`src/rtl/gigatron_mem_sched.sv`:
```
// gigatron_mem_sched
// Shares one synchronous single-port RAM between the gigatron CPU core and a
// host port. Every CPU cycle is four system clocks:
//   ph0 CPU write slot, ph1 CPU read slot, ph2 host slot, ph3 CPU clock-enable.
// RAM address/strobe outputs are driven combinationally during their slot so
// the RAM samples them on the edge that ends the slot; read data returns one
// clock later and is registered toward the CPU (end of ph2) or host (end of ph3).
module gigatron_mem_sched #(
    parameter int         ADDR_W       = 17,
    parameter logic [1:0] BANK_DEFAULT = 2'b01
) (
    input  logic              clock,
    input  logic              rst_n,
    output logic              cpu_ce,
    input  logic [15:0]       cpu_addr_r,
    input  logic [15:0]       cpu_addr_w,
    input  logic              cpu_we,
    input  logic [7:0]        cpu_data_o,
    output logic [7:0]        cpu_data_i,
    input  logic [1:0]        cpu_bank,
    input  logic              host_halt,
    input  logic              host_req,
    input  logic              host_we,
    input  logic [ADDR_W-1:0] host_addr,
    input  logic [7:0]        host_wdata,
    output logic [7:0]        host_rdata,
    output logic              host_ack,
    output logic [ADDR_W-1:0] mem_addr,
    output logic [7:0]        mem_wdata,
    output logic              mem_we,
    input  logic [7:0]        mem_rdata
);

    typedef enum logic [1:0] {
        PH_WRITE = 2'd0,
        PH_READ  = 2'd1,
        PH_HOST  = 2'd2,
        PH_CE    = 2'd3
    } phase_t;

    phase_t phase_reg;
    phase_t phase_next;

    // run_reg stays low for the slot that immediately follows reset so that
    // every output is quiet on the clock after reset, even if the CPU side
    // still presents a write request.
    logic run_reg;
    // CPU write of the current instruction already reached RAM.
    logic wr_done_reg;
    // Host access was put on the RAM port in ph2 of this CPU cycle.
    logic host_issued_reg;
    logic host_rd_reg;

    // Map a 16-bit CPU address into the physical RAM. The lower 32 KB is
    // fixed; the upper 32 KB selects a bank from ctrl[7:6], with bank code 00
    // redirected to the default bank so that bank 0 never aliases the low half.
    function automatic logic [ADDR_W-1:0] map_cpu(input logic [15:0] a,
                                                  input logic [1:0]  bank);
        logic [ADDR_W-1:0] phys;
        logic [1:0]        sel;
        sel  = (bank == 2'b00) ? BANK_DEFAULT : bank;
        phys = '0;
        phys[14:0] = a[14:0];
        if (a[15]) begin
            phys[16:15] = sel;
        end
        return phys;
    endfunction

    // Phase register: free-running 4-phase counter, also while halted.
    always_ff @(posedge clock) begin
        if (!rst_n) begin
            phase_reg <= PH_WRITE;
        end else begin
            phase_reg <= phase_next;
        end
    end

    // Next phase: simple wrap-around sequence ph0 -> ph1 -> ph2 -> ph3 -> ph0.
    always_comb begin
        phase_next = PH_WRITE;
        case (phase_reg)
            PH_WRITE: phase_next = PH_READ;
            PH_READ:  phase_next = PH_HOST;
            PH_HOST:  phase_next = PH_CE;
            PH_CE:    phase_next = PH_WRITE;
            default:  phase_next = PH_WRITE;
        endcase
    end

    // Slot outputs: drive the RAM port and cpu_ce for the current phase.
    // rst_n gates the port so a strobe never reaches RAM on the edge that
    // resets the scheduler (an interrupted access leaves no trace in memory).
    always_comb begin
        mem_addr  = '0;
        mem_wdata = '0;
        mem_we    = 1'b0;
        cpu_ce    = 1'b0;
        if (run_reg && rst_n) begin
            case (phase_reg)
                PH_WRITE: begin
                    if (cpu_we && !wr_done_reg) begin
                        mem_addr  = map_cpu(cpu_addr_w, cpu_bank);
                        mem_wdata = cpu_data_o;
                        mem_we    = 1'b1;
                    end
                end
                PH_READ: begin
                    mem_addr = map_cpu(cpu_addr_r, cpu_bank);
                end
                PH_HOST: begin
                    if (host_req) begin
                        mem_addr  = host_addr;
                        mem_wdata = host_wdata;
                        mem_we    = host_we;
                    end
                end
                PH_CE: begin
                    cpu_ce = !host_halt;
                end
                default: begin
                    mem_we = 1'b0;
                end
            endcase
        end
    end

    // Datapath: write-once guard, read-data capture and host completion.
    always_ff @(posedge clock) begin
        if (!rst_n) begin
            run_reg         <= 1'b0;
            wr_done_reg     <= 1'b0;
            host_issued_reg <= 1'b0;
            host_rd_reg     <= 1'b0;
            cpu_data_i      <= '0;
            host_rdata      <= '0;
            host_ack        <= 1'b0;
        end else begin
            run_reg  <= 1'b1;
            host_ack <= 1'b0;
            case (phase_reg)
                PH_WRITE: begin
                    // Held until the CPU actually advances, so a frozen CPU
                    // does not repeat its write every period.
                    if (mem_we) begin
                        wr_done_reg <= 1'b1;
                    end
                end
                PH_HOST: begin
                    // Data for the ph1 read address is on mem_rdata now.
                    cpu_data_i      <= mem_rdata;
                    host_issued_reg <= host_req;
                    host_rd_reg     <= !host_we;
                end
                PH_CE: begin
                    if (cpu_ce) begin
                        wr_done_reg <= 1'b0;
                    end
                    // Data for the ph2 host address is on mem_rdata now; the
                    // ack lands in the following ph0 only.
                    if (host_issued_reg) begin
                        host_ack <= 1'b1;
                        if (host_rd_reg) begin
                            host_rdata <= mem_rdata;
                        end
                    end
                    host_issued_reg <= 1'b0;
                end
                default: begin
                    host_ack <= 1'b0;
                end
            endcase
        end
    end

endmodule

```
`config.mk`:
```
export PLATFORM = sky130hd
export DESIGN_NAME = gigatron_mem_sched
export DESIGN_NICKNAME = d
export VERILOG_FILES = /design/src/rtl/gigatron_mem_sched.sv
export SDC_FILE = /design/constraint.sdc
export NUM_CORES = 1
export LEC_CHECK = 0
export ABC_AREA = 1
export CAP_MARGIN = 15
export CELL_PAD_IN_SITES_DETAIL_PLACEMENT = 1
export CELL_PAD_IN_SITES_GLOBAL_PLACEMENT = 1
export CORE_MARGIN = 2
export CORE_UTILIZATION = 20
export CTS_BUF_LIST = sky130_fd_sc_hd__clkbuf_2
export CTS_CLUSTER_DIAMETER = 30
export CTS_CLUSTER_SIZE = 24
export DETAILED_ROUTE_END_ITERATION = 16
export PLACE_DENSITY = 0.84
export SETUP_SLACK_MARGIN = 0.2
export SYNTH_ARGS = -nofsm -noshare
export SYNTH_HDL_FRONTEND = slang
export SYNTH_SLANG_ARGS = --single-unit
```
`constraint.sdc`:
```
create_clock -name clock -period 1.85 [get_ports clock]
set_input_delay 0.37 -clock clock [delete_from_list [all_inputs] [get_ports clock]]
set_output_delay 0.37 -clock clock [all_outputs]
set_load 0.01 [all_outputs]
```
==> summary by stage <==
Critical path
The critical path is of the reg -> out type. The highest cell delay on the worst timing path is slightly above 400 ps. The cell with the largest stage delay on the worst path is sky130_fd_sc_hd__dfxtp_4. The worst setup path is launched from a flop. The critical path capture point type is a primary output. The startpoint identified for the worst register-to-register timing path is phase_reg[0]$_SDFF_PN0_.

The biggest fanout along the worst timing path is 8. The first element of the critical path is phase_reg[1]$_SDFF_PN0_. The critical path goes through buf_6, ha_4, or2_4, buf_16, a31oi_1, buf_2. The endpoint arrival time on the critical path is 1870 ps.

On the critical path the largest part of the delay comes from buffers and inverters. The number of buffer and inverter instances along the worst setup path is 3. At the worst endpoint, the required time is 1480 ps.

Yosys
After Yosys synthesis, XOR and XNOR cells account for 0% of the synthesized area. In the post-synthesis netlist, the cell with the most instances is sky130_fd_sc_hd__nand2_1. Counting flops and latches in the post-synthesis netlist gives 23. The synthesized design spends more area on one cell type than any other, namely sky130_fd_sc_hd__dfxtp_1. The proportion of synthesized area in mux cells is 0%. The proportion of synthesized flip-flops having asynchronous set or reset is 0%. Summing the areas of all compound-gate instances in the mapped netlist gives 24.1% of the synthesized area. The most instantiated flip-flop cell in the synthesis netlist is sky130_fd_sc_hd__dfxtp_1. Summing every instance area after synthesis gives 1410 um^2.

The share of synthesized area in the top cell type comes to roughly 33%. After synthesis, the largest family of logic cells by area is simple AND/OR/NAND/NOR gates. The fraction of the yosys area taken by sequential cells is 32.7%. The synthesized netlist net count is 303.

Of the total synthesized cell area, the portion taken by AND, OR, NAND and NOR gates is between 20% and 30%. The Yosys warning count is 0. The instance count of the mapped netlist is 217. Ranked by total cell area, the synthesized netlist is headed by sky130_fd_sc_hd__dfxtp_1 33%, sky130_fd_sc_hd__nand2_1 19%, sky130_fd_sc_hd__a31oi_2 7.1%. The synthesized design contains 0 enable-type register cells. In the synthesized netlist, the cells that appear most often are 73 x sky130_fd_sc_hd__nand2_1, 23 x sky130_fd_sc_hd__dfxtp_1, 22 x sky130_fd_sc_hd__nor2_1. The mean post-synth cell area is 6.49 um^2. Yosys mapped the design onto 20 distinct sky130hd cell types. The adder and majority cell fraction of the synthesized area is under 10%.

Timing
The maximum operating frequency is 447 MHz. The number of endpoints with negative hold slack in the final report is 0. The post-route minimum period is between 2000 and 2500 ps. The final setup slack of the worst path is -386 ps. At the pin with the least slew margin, the transition time is 284 ps. The part of the cycle the worst path needs is 121%. The worst slew margin relative to its limit is between 80 and 90%. Across the routed clock network, the largest skew measured is about 0.85 ps.

Setup violations remaining at the end of the flow were counted as 28. Setup repair after global routing could not meet its margin everywhere. The final max-slew violation count came to 0.

Drt
The average detailed-routed wire length per instance is 22.7 um. After detailed routing, the number of remaining DRC violations is 0. The first routing iteration left 84 violations. The post-detailed-route via-to-cell ratio is 4.92. The first detailed-routing pass took 4 iterations.

Summed over all layers, the routed wires come to roughly 11000 um. The total number of vias is 2316. Once detail routing completed, the nets flagged for antenna violations numbered 0.

CTS
No sink is reached through more buffers than the 2 on the longest clock path. TritonCTS built the clock tree. The number of buffers created by CTS is 3. The number of H-tree levels is 1. The TritonCTS sink count is 23.

The clock-pin slew on the worst setup and hold paths is approximately 210 ps. The clock latency reported for the late side of the worst-skew pair is 320 ps. The CTS root buffer is sky130_fd_sc_hd__clkbuf_2.

Global route
The number of antenna violations at the first check in global routing was 0. The aggregate global-route resource usage is 20.3%. After global routing the overflow that remains totals 0.

The number of global-route vias before repair is 2314. Entering global routing, the biggest net connects 21 pins. The global-route wire length before repair is 12100 um.

Layout
After the last flow step, the layout net total stands at 462. The final core utilization is a little over half. The number of diodes is 0. In the final layout, flip-flops and latches occupy 483 um^2. After the flow finishes, the layout carries non-filler instances totaling ~470. From synthesis to final layout, the design area changed by 163%. The footprint of the multi-input gates is 1200 um^2. The proportion of layout cells with a drive suffix above 1 is 40.3%.

Fill cells in the final layout number roughly 760.

Floorplanning
The number of ports placed on the die boundary is 125. The chip width is 87.9 um. The initial utilization of the core area, before any placement, comes to 20.7%. The initialized floorplan defines 30 standard-cell rows. The die covers 7730 um^2. The floorplan step defined a core boundary enclosing 6790 um^2. The die height is 87.9 um.

Place
Counting tap cells, the placed design contains a total of 443 instances. Once detailed placement completed, the half-perimeter wirelength came to 5310 um. Routability-driven placement finished with a final weighted congestion of 0.735. During placement, the flow inserted port buffers numbering 124.

Power
The reported leakage power is about 1.6 nW. In this run the power density over the cells is between 700 and 800 nW/um^2. The worst IR drop on VDD is 0.000439 V.

Worst hold path
The class of the tightest hold or removal check is reg -> reg. In this run the most critical hold path is launched from host_rdata[0]$_SDFFE_PN0P_.

Job
The max-capacitance violation count is 0.

Outcome
The checks that failed: setup timing. The run finished, with violations left.
[cell type report]
| cell class | count | share of cell area, % |
|---|---|---|
| Sequential cell | 23 | 13.0 |
| Clock buffer | 4 | 0.541 |
| Timing Repair Buffer | 165 | 47.7 |
| Tap cell | 96 | 3.25 |
| Timing Repair inverter | 1 | 0.203 |
| Multi-Input combinational cell | 161 | 32.5 |
| Inverter | 21 | 2.77 |
[metal layers]
metal  GRT usage, %  part of all wire (%)  vias up
met5              0                     0        -
met4           7.55                   5.9        0
met3           6.88                   9.4       49
met2           38.7                    49      138
met1           20.3                    36     1113
li1               -                     -     1016
[final timing paths]
| kind | end | slack (ps) | depth (start not counted) |
|---|---|---|---|
| worst max register to register | wr_done_reg$_SDFFE_PN0P_ | -150 | 16 |
| worst min register to register | host_rdata[0]$_SDFFE_PN0P_ | 460 | 2 |
| worst min-delay path | host_rdata[0]$_SDFFE_PN0P_ | 460 | 2 |
| worst max-delay path | mem_addr[0] | -390 | 6 |
[stage by stage]
step	hold WS (ps)	instance area (um^2)	setup WS, ps	total power, mW	TNS, ps
floorplan	398	1410	214	1.05	0
global placement	434	2890	-564	1.63	-13790
detailed placement	437	2890	-571	1.66	-14170
CTS	463	3290	-259	2.28	-5280
global route	482	3700	-438	2.80	-9020
finish	463	3700	-386	2.67	-7030
[worst reg2reg max path, stage by stage (launching register included)]
cell and delay [ps]:
sky130_fd_sc_hd__dfxtp_2 390, sky130_fd_sc_hd__inv_4 80, sky130_fd_sc_hd__buf_12 100, sky130_fd_sc_hd__ha_4 140, sky130_fd_sc_hd__buf_6 100, sky130_fd_sc_hd__buf_8 90
sky130_fd_sc_hd__nand3_4 80, sky130_fd_sc_hd__nand2_4 110, sky130_fd_sc_hd__nand2_4 60, sky130_fd_sc_hd__buf_6 110, sky130_fd_sc_hd__buf_6 100, sky130_fd_sc_hd__buf_6 100
sky130_fd_sc_hd__buf_6 100, sky130_fd_sc_hd__buf_6 110, sky130_fd_sc_hd__nand2_2 60, sky130_fd_sc_hd__nand3_2 70, sky130_fd_sc_hd__a21oi_2 160
[cell families after synthesis]
| group | after synthesis |
|---|---|
| buf+inv | 33 |
| simple gates | 103 |
| flops | 23 |
| fa+ha+maj | 5 |
| compound gates | 53 |
[layout by cell type, fill, tap and decap left out, drive strengths merged, types with 2 or more instances in the layout]
cell	n
nor2	22
buf	67
clkinvlp	2
inv	20
nand2	74
nand3	5
dfxtp	23
dlygate4sd2	2
clkdlybuf4s50	85
a22oi	2
a21oi	19
clkbuf	5
o21ai	17
a31oi	15
ha	5
dlymetal6s2s	10
[timing repair]
| action | in CTS | in global routing |
|---|---|---|
| buffers inserted | 12 | 5 |
| cloned | 5 | 2 |
| pin swaps | 10 | 12 |
| resized for setup | 184 | 83 |
| hold buffers | 0 | 0 |
| setup endpoints to repair | 35 | 47 |
[report_power, final]
group,internal [mW],total (mW),switching [mW]
clock network,0.0572,0.204,0.147
registers,0.579,0.634,0.0549
logic,0.942,1.84,0.893
No activity file was read; power rests on OpenSTA's default activity.
